===== config.mk =====
export PLATFORM = sky130hd
export DESIGN_NAME = user_io_wb_ctrl_flat
export DESIGN_NICKNAME = d
export VERILOG_FILES = /design/src/rtl/user_io_wb_ctrl_pkg.sv /design/src/rtl/user_io_wb_ctrl_if.sv /design/src/rtl/user_io_wb_ctrl_io_sync_edge.sv /design/src/rtl/user_io_wb_ctrl.sv /design/src/flat_wrapper.sv
export SDC_FILE = /design/constraint.sdc
export NUM_CORES = 1
export LEC_CHECK = 0
export ABC_AREA = 1
export CAP_MARGIN = 30
export CORE_MARGIN = 2
export CORE_UTILIZATION = 55
export DETAILED_ROUTE_END_ITERATION = 16
export GPL_TIMING_DRIVEN = 0
export PLACE_DENSITY = 0.86
export SLEW_MARGIN = 15
export SYNTH_ARGS = -nofsm -noshare
export SYNTH_HDL_FRONTEND = slang
export SYNTH_HIERARCHICAL = 1
export SYNTH_SLANG_ARGS = --single-unit

===== constraint.sdc =====
create_clock -name wb_clk_i -period 6.75 [get_ports wb_clk_i]
set_input_delay 0.675 -clock wb_clk_i [delete_from_list [all_inputs] [get_ports wb_clk_i]]
set_output_delay 0.675 -clock wb_clk_i [all_outputs]
set_load 0.1 [all_outputs]

===== src/rtl/user_io_wb_ctrl_pkg.sv =====
// user_io_pkg: register map, ID constant and Wishbone decode/byte-merge helpers for user_io_wb_ctrl.
package user_io_pkg;
  typedef enum logic {S_IDLE, S_ACK} wb_state_e;
  localparam logic [7:0] OFF_IN      = 8'h00;
  localparam logic [7:0] OFF_OVR_OUT = 8'h04;
  localparam logic [7:0] OFF_OVR_EN  = 8'h08;
  localparam logic [7:0] OFF_RISE_EN = 8'h0C;
  localparam logic [7:0] OFF_FALL_EN = 8'h10;
  localparam logic [7:0] OFF_STATUS  = 8'h14;
  localparam logic [7:0] OFF_ID      = 8'h18;
  localparam logic [7:0] OFF_CNT     = 8'h1C;
  localparam logic [7:0] OFF_TSTAMP  = 8'h20;
  localparam logic [31:0] IO_ID = 32'h494F_4331;
  function automatic logic wb_hit(input logic [31:0] adr, input logic [31:0] base);
    return adr[31:8] == base[31:8];
  endfunction
  function automatic logic [31:0] byte_mask(input logic [3:0] sel);
    return {{8{sel[3]}}, {8{sel[2]}}, {8{sel[1]}}, {8{sel[0]}}};
  endfunction
  function automatic logic [31:0] sel_merge(input logic [31:0] old, input logic [31:0] wdat, input logic [3:0] sel);
    return (old & ~byte_mask(sel)) | (wdat & byte_mask(sel));
  endfunction
endpackage


===== src/rtl/user_io_wb_ctrl_if.sv =====
// user_io_wb_ctrl_if: Wishbone slave-side signal bundle between the management SoC and user_io_wb_ctrl.
interface user_io_wb_ctrl_if;
  logic        wbs_stb_i;
  logic        wbs_cyc_i;
  logic        wbs_we_i;
  logic [3:0]  wbs_sel_i;
  logic [31:0] wbs_adr_i;
  logic [31:0] wbs_dat_i;
  logic        wbs_ack_o;
  logic [31:0] wbs_dat_o;
  modport master (output wbs_stb_i, wbs_cyc_i, wbs_we_i, wbs_sel_i, wbs_adr_i, wbs_dat_i,
                  input wbs_ack_o, wbs_dat_o);
  modport slave (input wbs_stb_i, wbs_cyc_i, wbs_we_i, wbs_sel_i, wbs_adr_i, wbs_dat_i,
                 output wbs_ack_o, wbs_dat_o);
endinterface


===== src/rtl/user_io_wb_ctrl_io_sync_edge.sv =====
// io_sync_edge: multi-flop pad synchronizer plus one-cycle rise/fall pulses from the last stage.
module io_sync_edge #(
  parameter int NIO         = 32,
  parameter int SYNC_STAGES = 2
) (
  input  logic           clk_i,
  input  logic           rst_i,
  input  logic [NIO-1:0] d_i,
  output logic [NIO-1:0] q_o,
  output logic [NIO-1:0] rise_o,
  output logic [NIO-1:0] fall_o
);
  logic [SYNC_STAGES-1:0][NIO-1:0] sync_q;
  logic [NIO-1:0] prev_q;
  always_ff @(posedge clk_i or posedge rst_i) begin
    if (rst_i) begin
      sync_q <= '0;
      prev_q <= '0;
    end else begin
      sync_q <= {sync_q[SYNC_STAGES-2:0], d_i};
      prev_q <= sync_q[SYNC_STAGES-1];
    end
  end
  assign q_o    = sync_q[SYNC_STAGES-1];
  assign rise_o = q_o & ~prev_q;
  assign fall_o = ~q_o & prev_q;
endmodule


===== src/rtl/user_io_wb_ctrl.sv =====
// user_io_wb_ctrl: Wishbone slave for user GPIO sampling, edge interrupts and pad output overrides.
// Optional USER_IO_TIMESTAMP_EN adds a free-running CNT and a TSTAMP captured on the first pending edge.
module user_io_wb_ctrl
  import user_io_pkg::*;
#(
  parameter int          NIO         = 32,
  parameter logic [31:0] BASE_ADDR   = 32'h3000_0000,
  parameter int          SYNC_STAGES = 2
) (
  input  logic                 wb_clk_i,
  input  logic                 wb_rst_i,
  user_io_wb_ctrl_if.slave     wb,
  input  logic [NIO-1:0]       io_in,
  output logic [NIO-1:0]       ovr_out,
  output logic [NIO-1:0]       ovr_en,
  output logic                 irq_o
);
  wb_state_e state_q, state_d;
  logic [31:0] rdata_q, rdata_d, rd_val;
  logic [NIO-1:0] ovr_out_q, ovr_out_d, ovr_en_q, ovr_en_d;
  logic [NIO-1:0] rise_en_q, rise_en_d, fall_en_q, fall_en_d;
  logic [NIO-1:0] status_q, status_d, clr;
  logic [NIO-1:0] pin_sync, rise, fall;
  logic [7:0] off;
  logic accept, wr;
  logic unused_adr;
  assign unused_adr = ^wb.wbs_adr_i[1:0];
  io_sync_edge #(.NIO(NIO), .SYNC_STAGES(SYNC_STAGES)) u_sync (
    .clk_i (wb_clk_i),
    .rst_i (wb_rst_i),
    .d_i   (io_in),
    .q_o   (pin_sync),
    .rise_o(rise),
    .fall_o(fall)
  );
  assign off    = {wb.wbs_adr_i[7:2], 2'b00};
  assign accept = wb.wbs_stb_i & wb.wbs_cyc_i & (state_q == S_IDLE) & wb_hit(wb.wbs_adr_i, BASE_ADDR);
  assign wr     = accept & wb.wbs_we_i;
`ifdef USER_IO_TIMESTAMP_EN
  logic [31:0] cnt_q, cnt_d, tstamp_q, tstamp_d;
  always_comb begin
    cnt_d    = cnt_q + 32'd1;
    tstamp_d = (status_q == '0 && status_d != '0) ? cnt_d : tstamp_q;
  end
  always_ff @(posedge wb_clk_i or posedge wb_rst_i) begin
    if (wb_rst_i) begin
      cnt_q    <= '0;
      tstamp_q <= '0;
    end else begin
      cnt_q    <= cnt_d;
      tstamp_q <= tstamp_d;
    end
  end
`endif
  always_comb begin
    rd_val = '0;
    case (off)
      OFF_IN:      rd_val = 32'(pin_sync);
      OFF_OVR_OUT: rd_val = 32'(ovr_out_q);
      OFF_OVR_EN:  rd_val = 32'(ovr_en_q);
      OFF_RISE_EN: rd_val = 32'(rise_en_q);
      OFF_FALL_EN: rd_val = 32'(fall_en_q);
      OFF_STATUS:  rd_val = 32'(status_q);
      OFF_ID:      rd_val = IO_ID;
`ifdef USER_IO_TIMESTAMP_EN
      OFF_CNT:     rd_val = cnt_q;
      OFF_TSTAMP:  rd_val = tstamp_q;
`endif
      default:     rd_val = '0;
    endcase
  end
  always_comb begin
    ovr_out_d = (wr && off == OFF_OVR_OUT) ? NIO'(sel_merge(32'(ovr_out_q), wb.wbs_dat_i, wb.wbs_sel_i)) : ovr_out_q;
    ovr_en_d  = (wr && off == OFF_OVR_EN)  ? NIO'(sel_merge(32'(ovr_en_q), wb.wbs_dat_i, wb.wbs_sel_i))  : ovr_en_q;
    rise_en_d = (wr && off == OFF_RISE_EN) ? NIO'(sel_merge(32'(rise_en_q), wb.wbs_dat_i, wb.wbs_sel_i)) : rise_en_q;
    fall_en_d = (wr && off == OFF_FALL_EN) ? NIO'(sel_merge(32'(fall_en_q), wb.wbs_dat_i, wb.wbs_sel_i)) : fall_en_q;
    clr       = (wr && off == OFF_STATUS)  ? NIO'(wb.wbs_dat_i & byte_mask(wb.wbs_sel_i)) : '0;
    // New edges are OR-ed in after the W1C so a simultaneous set survives the clear
    status_d  = (status_q & ~clr) | (rise & rise_en_q) | (fall & fall_en_q);
    rdata_d   = (accept && !wb.wbs_we_i) ? rd_val : (accept ? '0 : rdata_q);
  end
  always_ff @(posedge wb_clk_i or posedge wb_rst_i) begin
    if (wb_rst_i) begin
      state_q   <= S_IDLE;
      rdata_q   <= '0;
      ovr_out_q <= '0;
      ovr_en_q  <= '0;
      rise_en_q <= '0;
      fall_en_q <= '0;
      status_q  <= '0;
    end else begin
      state_q   <= state_d;
      rdata_q   <= rdata_d;
      ovr_out_q <= ovr_out_d;
      ovr_en_q  <= ovr_en_d;
      rise_en_q <= rise_en_d;
      fall_en_q <= fall_en_d;
      status_q  <= status_d;
    end
  end
  always_comb begin
    state_d = (state_q == S_IDLE) ? (accept ? S_ACK : S_IDLE) : S_IDLE;
  end
  always_comb begin
    wb.wbs_ack_o = (state_q == S_ACK);
    wb.wbs_dat_o = (state_q == S_ACK) ? rdata_q : '0;
    ovr_out      = ovr_out_q;
    ovr_en       = ovr_en_q;
    irq_o        = |(status_q & (rise_en_q | fall_en_q));
  end
endmodule


===== src/flat_wrapper.sv =====
// flat-port wrapper written by rule: the top's interface ports become plain ports
module user_io_wb_ctrl_flat import user_io_pkg::*;
#(
  parameter int          NIO         = 32,
  parameter logic [31:0] BASE_ADDR   = 32'h3000_0000,
  parameter int          SYNC_STAGES = 2
)
  (wb_clk_i, wb_rst_i, io_in, ovr_out, ovr_en, irq_o, wb_wbs_stb_i, wb_wbs_cyc_i, wb_wbs_we_i, wb_wbs_sel_i, wb_wbs_adr_i, wb_wbs_dat_i, wb_wbs_ack_o, wb_wbs_dat_o);
  user_io_wb_ctrl_if wb_i ();
  input  logic wb_clk_i;
  input  logic wb_rst_i;
  input  logic [NIO-1:0] io_in;
  output logic [NIO-1:0] ovr_out;
  output logic [NIO-1:0] ovr_en;
  output logic irq_o;
  input wire logic [$bits(wb_i.wbs_stb_i)-1:0] wb_wbs_stb_i;
  input wire logic [$bits(wb_i.wbs_cyc_i)-1:0] wb_wbs_cyc_i;
  input wire logic [$bits(wb_i.wbs_we_i)-1:0] wb_wbs_we_i;
  input wire logic [$bits(wb_i.wbs_sel_i)-1:0] wb_wbs_sel_i;
  input wire logic [$bits(wb_i.wbs_adr_i)-1:0] wb_wbs_adr_i;
  input wire logic [$bits(wb_i.wbs_dat_i)-1:0] wb_wbs_dat_i;
  output wire logic [$bits(wb_i.wbs_ack_o)-1:0] wb_wbs_ack_o;
  output wire logic [$bits(wb_i.wbs_dat_o)-1:0] wb_wbs_dat_o;
  assign wb_i.wbs_stb_i = wb_wbs_stb_i;
  assign wb_i.wbs_cyc_i = wb_wbs_cyc_i;
  assign wb_i.wbs_we_i = wb_wbs_we_i;
  assign wb_i.wbs_sel_i = wb_wbs_sel_i;
  assign wb_i.wbs_adr_i = wb_wbs_adr_i;
  assign wb_i.wbs_dat_i = wb_wbs_dat_i;
  assign wb_wbs_ack_o = wb_i.wbs_ack_o;
  assign wb_wbs_dat_o = wb_i.wbs_dat_o;
  user_io_wb_ctrl #(.NIO(NIO), .BASE_ADDR(BASE_ADDR), .SYNC_STAGES(SYNC_STAGES)) u_core (.wb_clk_i(wb_clk_i), .wb_rst_i(wb_rst_i), .wb(wb_i), .io_in(io_in), .ovr_out(ovr_out), .ovr_en(ovr_en), .irq_o(irq_o));
endmodule

==> results of run 1 <==
[cell families after synthesis]
logic type             share of synthesized area
buffers and inverters                      0.116
AO/OA/AOI/OAI                             0.0371
flip-flops                                 0.503
AND/OR/NAND/NOR                            0.344
[cell type report]
cell class / instances / area [µm²] / area share
tap: 335 / 419 / 0.0234
inverter: 260 / 988 / 0.0552
timing repair buffer: 198 / 2020 / 0.113
multi-input combinational: 1218 / 5470 / 0.305
sequential: 289 / 7230 / 0.404
clock inverter: 17 / 235 / 0.0131
buffer: 105 / 688 / 0.0384
clock buffer: 39 / 866 / 0.0483
[layer usage]
layer  vias up  track usage  share of wire
met2       942        0.529           0.45
met3       231       0.0793           0.12
met4         2        0.181          0.062
li1       6179            -              -
met5         -            0        0.00026
met1      6441        0.425           0.36
[per-stage QoR]
step / power, µW / utilization
final: 3830 / 0.694
after global placement: 2030 / 0.648
after detailed placement: 2040 / 0.651
after floorplan: 1910 / -
after CTS: 3840 / 0.694
after global routing: 3940 / 0.694
[final timing paths]
kind | startpoint | end | slack [ns]
hold reg to reg | u_core/u_sync/sync_q[17] | u_core/u_sync/q_o[17] | 0.35
max in group asynchronous | wb_rst_i | u_core/status_q[7] | 5.04
hold / removal | u_core/u_sync/sync_q[17] | u_core/u_sync/q_o[17] | 0.35
setup / recovery | u_core/wb.wbs_ack_o | wb_wbs_dat_o[12] | 3.03
min in group asynchronous | wb_rst_i | u_core/u_sync/sync_q[14] | 0.68
setup reg to reg | u_core/wb.wbs_ack_o | u_core/status_q[7] | 4.65
[cells in the final DEF (no fill, tap or decap), types with 2 or more instances in the layout]
master and n:
clkdlybuf4s50_1 196, a22o_1 32, o21ai_0 26, clkbuf_16 31, nor2_2 4, nor2_1 201
buf_16 2, bufinv_16 5, buf_4 35, buf_2 28, inv_2 2, inv_6 2
clkbuf_8 6, nand2_1 707, nand4_1 43, o21a_1 2, o22ai_1 2, clkbuf_1 25
a21oi_1 19, clkinv_4 2, nand4_4 16, clkinvlp_4 3, inv_1 256, dfrtp_1 289
buf_6 17, buf_1 2, nor2_4 7, nor3_1 9, inv_8 2, clkinv_2 5
nand3_1 145
[power breakdown]
part | switching, µW | internal (µW) | total [µW]
combinational | 138 | 88.0 | 226
clock | 724 | 1100 | 1820
sequential | 20.8 | 1760 | 1780
total | 883 | 2950 | 3830
[critical path: cells and delay by family (launching register included)]
kind	cells	cell delay (ns)
flip-flops	1	0.39
buffers and inverters	4	1.92
AND/OR/NAND/NOR	1	0.15
==> flow_summary.toml, run 1 <==
[synthesis]
synth_area_leaders = "dfrtp_1 (50%), nand2_1 (18%), inv_1 (6.7%), nor2_1 (5.3%), nand3_1 (5.1%)"
synth_edf_count = 0
ys_warn_count = 6
synth_largest_area_cell = "dfrtp_1"
postSynthAreaPerCell_um2 = 7.68
synth_common_cells = "nand2_1 (707), dfrtp_1 (289), inv_1 (258)"
syn_nets = 1977
synth.distinct_cells = 26
synth.most_common_cell = "nand2_1"
synth.top_cell.area_share = 0.503
yosysSeqAreaShare = 0.503
synth_seq_cells = 289
synth_area_um2 = 14400
synthFlopType = "dfrtp_1"
synth_cells = 1872
ys_async_sr_fraction = 1.00

[pwr]
power_density_nw_per_um2 = 214
vdd_drop_max_uv = 179
leakage_uw = 0.00965

[setup_path]
cp_max_fo = 10
worstRegToRegCells = 10
cp.arrival_ns = 3.04
worstSetupStartpointType = "flip-flop"
endpoint_kind = "output pin"
cp.required_ns = 6.07
criticalPathCategory = "flip-flop to output pin"
cpMaxStageDelayCell = "clkdlybuf4s50_1"
slowest_delay_ns = 1.13
crit_chain = "buf_6, clkbuf_1, nand2_1, inv_1, clkdlybuf4s50_1"

[finish]
layout-drive-gt1-share = 0.0800
design_area_um2 = 17900
antennaDiodeCount = 0
fin_cells = 2461
fillCellCount = 1961
area_delta_synth_final_pct = 24.7
finalNetCount = 2208

[route]
ant_nets = 0
drtPass1Iterations = 9
vias_per_cell = 5.61
avgRoutedWirePerCell_um = 19.0
finalWirelength_mm = 46.7
drc = 0
first_iter_violations = 1672
vias = 13795

[floorplanning]
dieArea_um2 = 27400
core-area_um2 = 25800
fp-row-count = 59
io_pins = 203
die_x_um = 166
die_h_um = 166
start_util = 0.556

[clock_network]
cts_sinks = 289
cts_hold_buffers = 0
path_clk_slew_ns = 0.07
cts_tree = "built"
clkLatencyLatePin_ns = 0.57
clock-root-buffer = "clkbuf_16"
clockBufferDepth = 3
post_cts_resized = 0
cts_made_buffers = 31
postCtsSetupBuffers = 0
htreeDepth = 1

[timing]
tns_ns = 0
hold_slack_ns = 0.345
fin_ws_ns = 3.03
fin_skew_ns = 0.0168
drv_slew = 0
setup_viol = 0
min_period_ns = 3.72
rsz0062_at_grt = "no"
hold_viol_final = 0
fin_crit_sh = 0.551
worst_pin_slew_ns = 1.03
fmax_ghz = 0.269
slew-limit-headroom = 0.314

[min_path]
hold-path-cell-count = 0
hp-class = "flip-flop to flip-flop"

[place]
portBuffers = 196
dp_cells = 2405
place_area_um2 = 16800
dp_worst_setup_slack_ns = 3.64
gp_congestion = 0.897
dp_hpwl_mm = 31.4

[grt]
grt_antenna_before_repair = 1
grt_max_degree = 101
grt_pass1_wl_mm = 72.3
grt_util_all_layers = 0.333
grt_pass1_vias = 13467
grt.overflow.total = 0

[status]
status = "finished, final reports clean"

[flow_run]
max-cap-violations = 0
(Power assumes the default switching activity.)
==> run 2: changes to the inputs <==
==> constraint.sdc (replaced) <==
create_clock -name wb_clk_i -period 3.5 [get_ports wb_clk_i]
set_input_delay 0.35 -clock wb_clk_i [delete_from_list [all_inputs] [get_ports wb_clk_i]]
set_output_delay 0.35 -clock wb_clk_i [all_outputs]
set_load 0.1 [all_outputs]
==> flow_summary.toml, run 2 (synthesis results as in run 1) <==
[clock_network]
cts_hold_buffers = 0
post_cts_resized = 0
path_clk_slew_ns = 0.06
clkLatencyLatePin_ns = 0.56
clock-root-buffer = "clkbuf_16"
clockBufferDepth = 3
postCtsSetupBuffers = 0
cts_tree = "built"
cts_made_buffers = 30
cts_sinks = 289
htreeDepth = 1

[grt]
grt_max_degree = 62
grt_antenna_before_repair = 0
grt.overflow.total = 0
grt_util_all_layers = 0.338
grt_pass1_wl_mm = 73.6
grt_pass1_vias = 13666

[timing]
fin_crit_sh = 0.968
slew-limit-headroom = 0.300
rsz0062_at_grt = "no"
drv_slew = 0
setup_viol = 0
hold_viol_final = 0
fmax_ghz = 0.295
min_period_ns = 3.39
fin_skew_ns = 0.00938
worst_pin_slew_ns = 1.05

[place]
gp_congestion = 0.922
place_area_um2 = 16900
dp_cells = 2410
dp_hpwl_mm = 32.2
portBuffers = 196

[route]
ant_nets = 0
first_iter_violations = 1594
vias_per_cell = 5.62
avgRoutedWirePerCell_um = 19.1
vias = 13848
drc = 0
drtPass1Iterations = 8
finalWirelength_mm = 47.0

[floorplanning]
core-area_um2 = 25800
fp-row-count = 59
start_util = 0.556
die_x_um = 166
dieArea_um2 = 27400
die_h_um = 166
io_pins = 203

[finish]
finalNetCount = 2212
area_delta_synth_final_pct = 25.1
design_area_um2 = 18000
final_cell_mix = "nand2_1 (707), dfrtp_1 (289), inv_1 (256), nor2_1 (201), clkdlybuf4s50_1 (196)"
final_common_cell = "nand2_1"
fin_cells = 2463
layout-drive-gt1-share = 0.0776
fin_util = 0.696

[setup_path]
cpMaxStageDelayCell = "clkdlybuf4s50_1"
reg2reg_from = "u_core/wb.wbs_ack_o"
cp_max_fo = 10
criticalPathCategory = "flip-flop to output pin"
worstRegToRegCells = 10
cp.arrival_ns = 3.04
regToRegEndpoint = "u_core/status_q[7]"
slowest_delay_ns = 1.15
cp.required_ns = 3.15
rrSetupSlack_ns = 1.35
endpoint_kind = "output pin"
crit_chain = "buf_6, clkbuf_1, nand2_1, inv_1, clkdlybuf4s50_1"
worstSetupStartpointType = "flip-flop"

[flow_run]
max-cap-violations = 0

[min_path]
hp-class = "primary input to flip-flop"
hold-path-cell-count = 1
worstHoldStart = "io_in[7]"
min_to = "u_core/u_sync/sync_q[7]"

[pwr]
vdd_drop_max_uv = 317
leakage_uw = 0.00967
power_density_nw_per_um2 = 409
p_total_uw = 7350

[status]
status = "finished, final reports clean"
==> run 2: changes by cell type in the layout (fill, tap and decap cells not counted), sizes merged <==
cell      delta
clkbuf       +5
clkinv       -5
bufinv       +1
buf          +5
diode        +1
clkinvlp     -2
inv          -3
==> run 2: critical path, delay by kind of cell (launching register included) <==
family,cells,cell delay [ns]
simple gates,1,0.18
flops,1,0.36
buf+inv,4,1.94
==> run 2: cell type report <==
type                            instances  area [µm²]
Inverter                              260         985
Clock buffer                           44         875
Multi-Input combinational cell       1218        5470
Clock inverter                          8         190
Fill cell                            1982        7860
Sequential cell                       289        7230
Buffer                                105         688
Antenna cell                            1        2.50
Tap cell                              335         419
Timing Repair Buffer                  203        2110
==> run 2: stage by stage <==
stage,hold slack [ns],TNS [ns],worst slack [ns]
after floorplan,0.331,0,0.645
after global placement,0.332,-317.73,-1.40
after detailed placement,0.336,0,0.758
after CTS,0.222,0,0.156
after global routing,0.218,0,0.0528
final,0.224,0,0.111
==> run 2: worst max path at each step <==
stage | slack [ns] | end | from | depth (start not counted)
3_3_place_gp | -1.40 | u_core/u_sync/q_o[25] | wb_rst_i | 2
4_1_cts | 0.16 | wb_wbs_dat_o[15] | u_core/wb.wbs_ack_o | 5
2_1_floorplan | 0.64 | u_core/u_sync/prev_q[0] | wb_rst_i | 1
5_1_grt | 0.05 | wb_wbs_dat_o[15] | u_core/wb.wbs_ack_o | 5
3_5_place_dp | 0.76 | u_core/rdata_q[16] | wb_wbs_adr_i[3] | 9
6_report | 0.11 | wb_wbs_dat_o[15] | u_core/wb.wbs_ack_o | 5
==> run 2: power breakdown <==
group	switching [µW]	internal (µW)
combinational	271	180
clock	1300	2150
sequential	40.9	3400
total	1620	5730
==> run 2: per-layer routing <==
layer | GRT usage | up-vias | share of wire
met1 | 0.428 | 6441 | 0.37
met4 | 0.183 | 0 | 0.058
met5 | 0 | - | 0
met2 | 0.532 | 994 | 0.45
li1 | - | 6183 | -
met3 | 0.0934 | 230 | 0.12
==> run 3: changes to the inputs <==
--- a/config.mk
+++ b/config.mk
@@ -8,10 +8,10 @@
 export ABC_AREA = 1
 export CAP_MARGIN = 30
 export CORE_MARGIN = 2
-export CORE_UTILIZATION = 55
+export CORE_UTILIZATION = 60
 export DETAILED_ROUTE_END_ITERATION = 16
 export GPL_TIMING_DRIVEN = 0
-export PLACE_DENSITY = 0.86
+export PLACE_DENSITY = 0.93
 export SLEW_MARGIN = 15
 export SYNTH_ARGS = -nofsm -noshare
 export SYNTH_HDL_FRONTEND = slang
==> constraint.sdc (replaced) <==
create_clock -name wb_clk_i -period 4.03 [get_ports wb_clk_i]
set_input_delay 0.403 -clock wb_clk_i [delete_from_list [all_inputs] [get_ports wb_clk_i]]
set_output_delay 0.403 -clock wb_clk_i [all_outputs]
set_load 0.1 [all_outputs]
==> flow_summary.toml, run 3 (synthesis results as in run 1) <==
[floorplanning]
die_h_um = 159
core-area_um2 = 23500
start_util = 0.612
dieArea_um2 = 25200
fp-row-count = 56
die_x_um = 159
io_pins = 203

[status]
status = "finished, final reports clean"

[clock_network]
postCtsSetupBuffers = 0
htreeDepth = 1
path_clk_slew_ns = 0.06
clock-root-buffer = "clkbuf_16"
cts_sinks = 289
cts_tree = "built"
clockBufferDepth = 3
cts_made_buffers = 29
post_cts_resized = 0
clkLatencyLatePin_ns = 0.55
cts_hold_buffers = 0

[route]
vias = 14132
avgRoutedWirePerCell_um = 19.5
drtPass1Iterations = 9
ant_nets = 0
finalWirelength_mm = 47.6
first_iter_violations = 1613
vias_per_cell = 5.79
drc = 0

[setup_path]
worstSetupStartpointType = "flip-flop"
criticalPathCategory = "flip-flop to output pin"
cp_max_fo = 10
endpoint_kind = "output pin"
cp.arrival_ns = 3.03
cp-startpoint = "u_core/wb.wbs_ack_o"
crit_chain = "buf_6, clkbuf_1, nand2_1, inv_1, clkdlybuf4s50_1"
path_buf_inv = 4
cpMaxStageDelayCell = "clkdlybuf4s50_1"
rrSetupSlack_ns = 1.95
cp.required_ns = 3.63
slowest_delay_ns = 1.12
crit_family = "buffers and inverters"
reg2reg_from = "u_core/wb.wbs_ack_o"

[grt]
grt_util_all_layers = 0.377
grt.overflow.total = 0
grt_pass1_wl_mm = 74.6
grt_max_degree = 52
grt_antenna_before_repair = 0
grt_pass1_vias = 13991

[place]
dp_hpwl_mm = 32.5
gp_congestion = 0.960
portBuffers = 196

[pwr]
vdd_drop_max_uv = 290
leakage_uw = 0.00960
power_density_nw_per_um2 = 341

[timing]
hold_slack_ns = 0.288
fin_skew_ns = 0.0126
fmax_ghz = 0.292
fin_crit_sh = 0.851
tns_ns = 0
setup_viol = 0
drv_slew = 0
min_period_ns = 3.43
rsz0062_at_grt = "no"
hold_viol_final = 0
worst_pin_slew_ns = 1.03
slew-limit-headroom = 0.313

[finish]
layout-drive-gt1-share = 0.0759
final_cell_mix = "nand2_1 (707), dfrtp_1 (289), inv_1 (256), nor2_1 (201), clkdlybuf4s50_1 (196)"
area_delta_synth_final_pct = 23.9
antennaDiodeCount = 0
final_common_cell = "nand2_1"
finalNetCount = 2211

[min_path]
worstHoldStart = "io_in[19]"
hp-class = "primary input to flip-flop"

[flow_run]
max-cap-violations = 0
==> run 3: path summary, 6_finish.rpt <==
path,cells after the start,end
max in group asynchronous,5,asynchronous set/reset pin
setup / recovery,5,wb_wbs_dat_o[11]
setup reg to reg,7,u_core/rdata_q[18]
hold reg to reg,0,u_core/u_sync/q_o[3]
hold / removal,1,u_core/u_sync/sync_q[19]
min in group asynchronous,2,u_core/u_sync/sync_q[11]
==> run 3: through the flow <==
step / std cells / setup slack [ns] / utilization / instance area (µm²) / total power, µW
2_1_floorplan: 1872 / 1.12 / - / 14400 / 3200
3_3_place_gp: 2387 / -0.825 / 0.713 / 16700 / 3390
3_5_place_dp: 2393 / 1.20 / 0.719 / 16900 / 3420
4_1_cts: 2439 / 0.635 / 0.758 / 17800 / 6080
5_1_grt: 2440 / 0.551 / 0.759 / 17800 / 6250
6_report: 2440 / 0.601 / 0.759 / 17800 / 6080
==> run 3: final cells by class <==
class | instances | area [µm²]
sequential | 289 | 7230
tap | 319 | 399
fill | 1573 | 5660
clock inverter | 5 | 100
timing repair buffer | 203 | 2100
multi-input combinational | 1218 | 5470
inverter | 260 | 985
clock buffer | 41 | 831
buffer | 105 | 688
==> run 3: per-layer routing <==
layer	track usage	up-vias	wire (µm)
met4	0.233	0	3470
li1	-	6168	-
met5	0	-	0
met1	0.469	6561	16800
met3	0.104	284	6170
met2	0.586	1119	21100
==> run 3: power by group <==
group | switching, µW | internal, µW
logic | 238 | 155
registers | 35.1 | 2950
clock network | 1100 | 1600
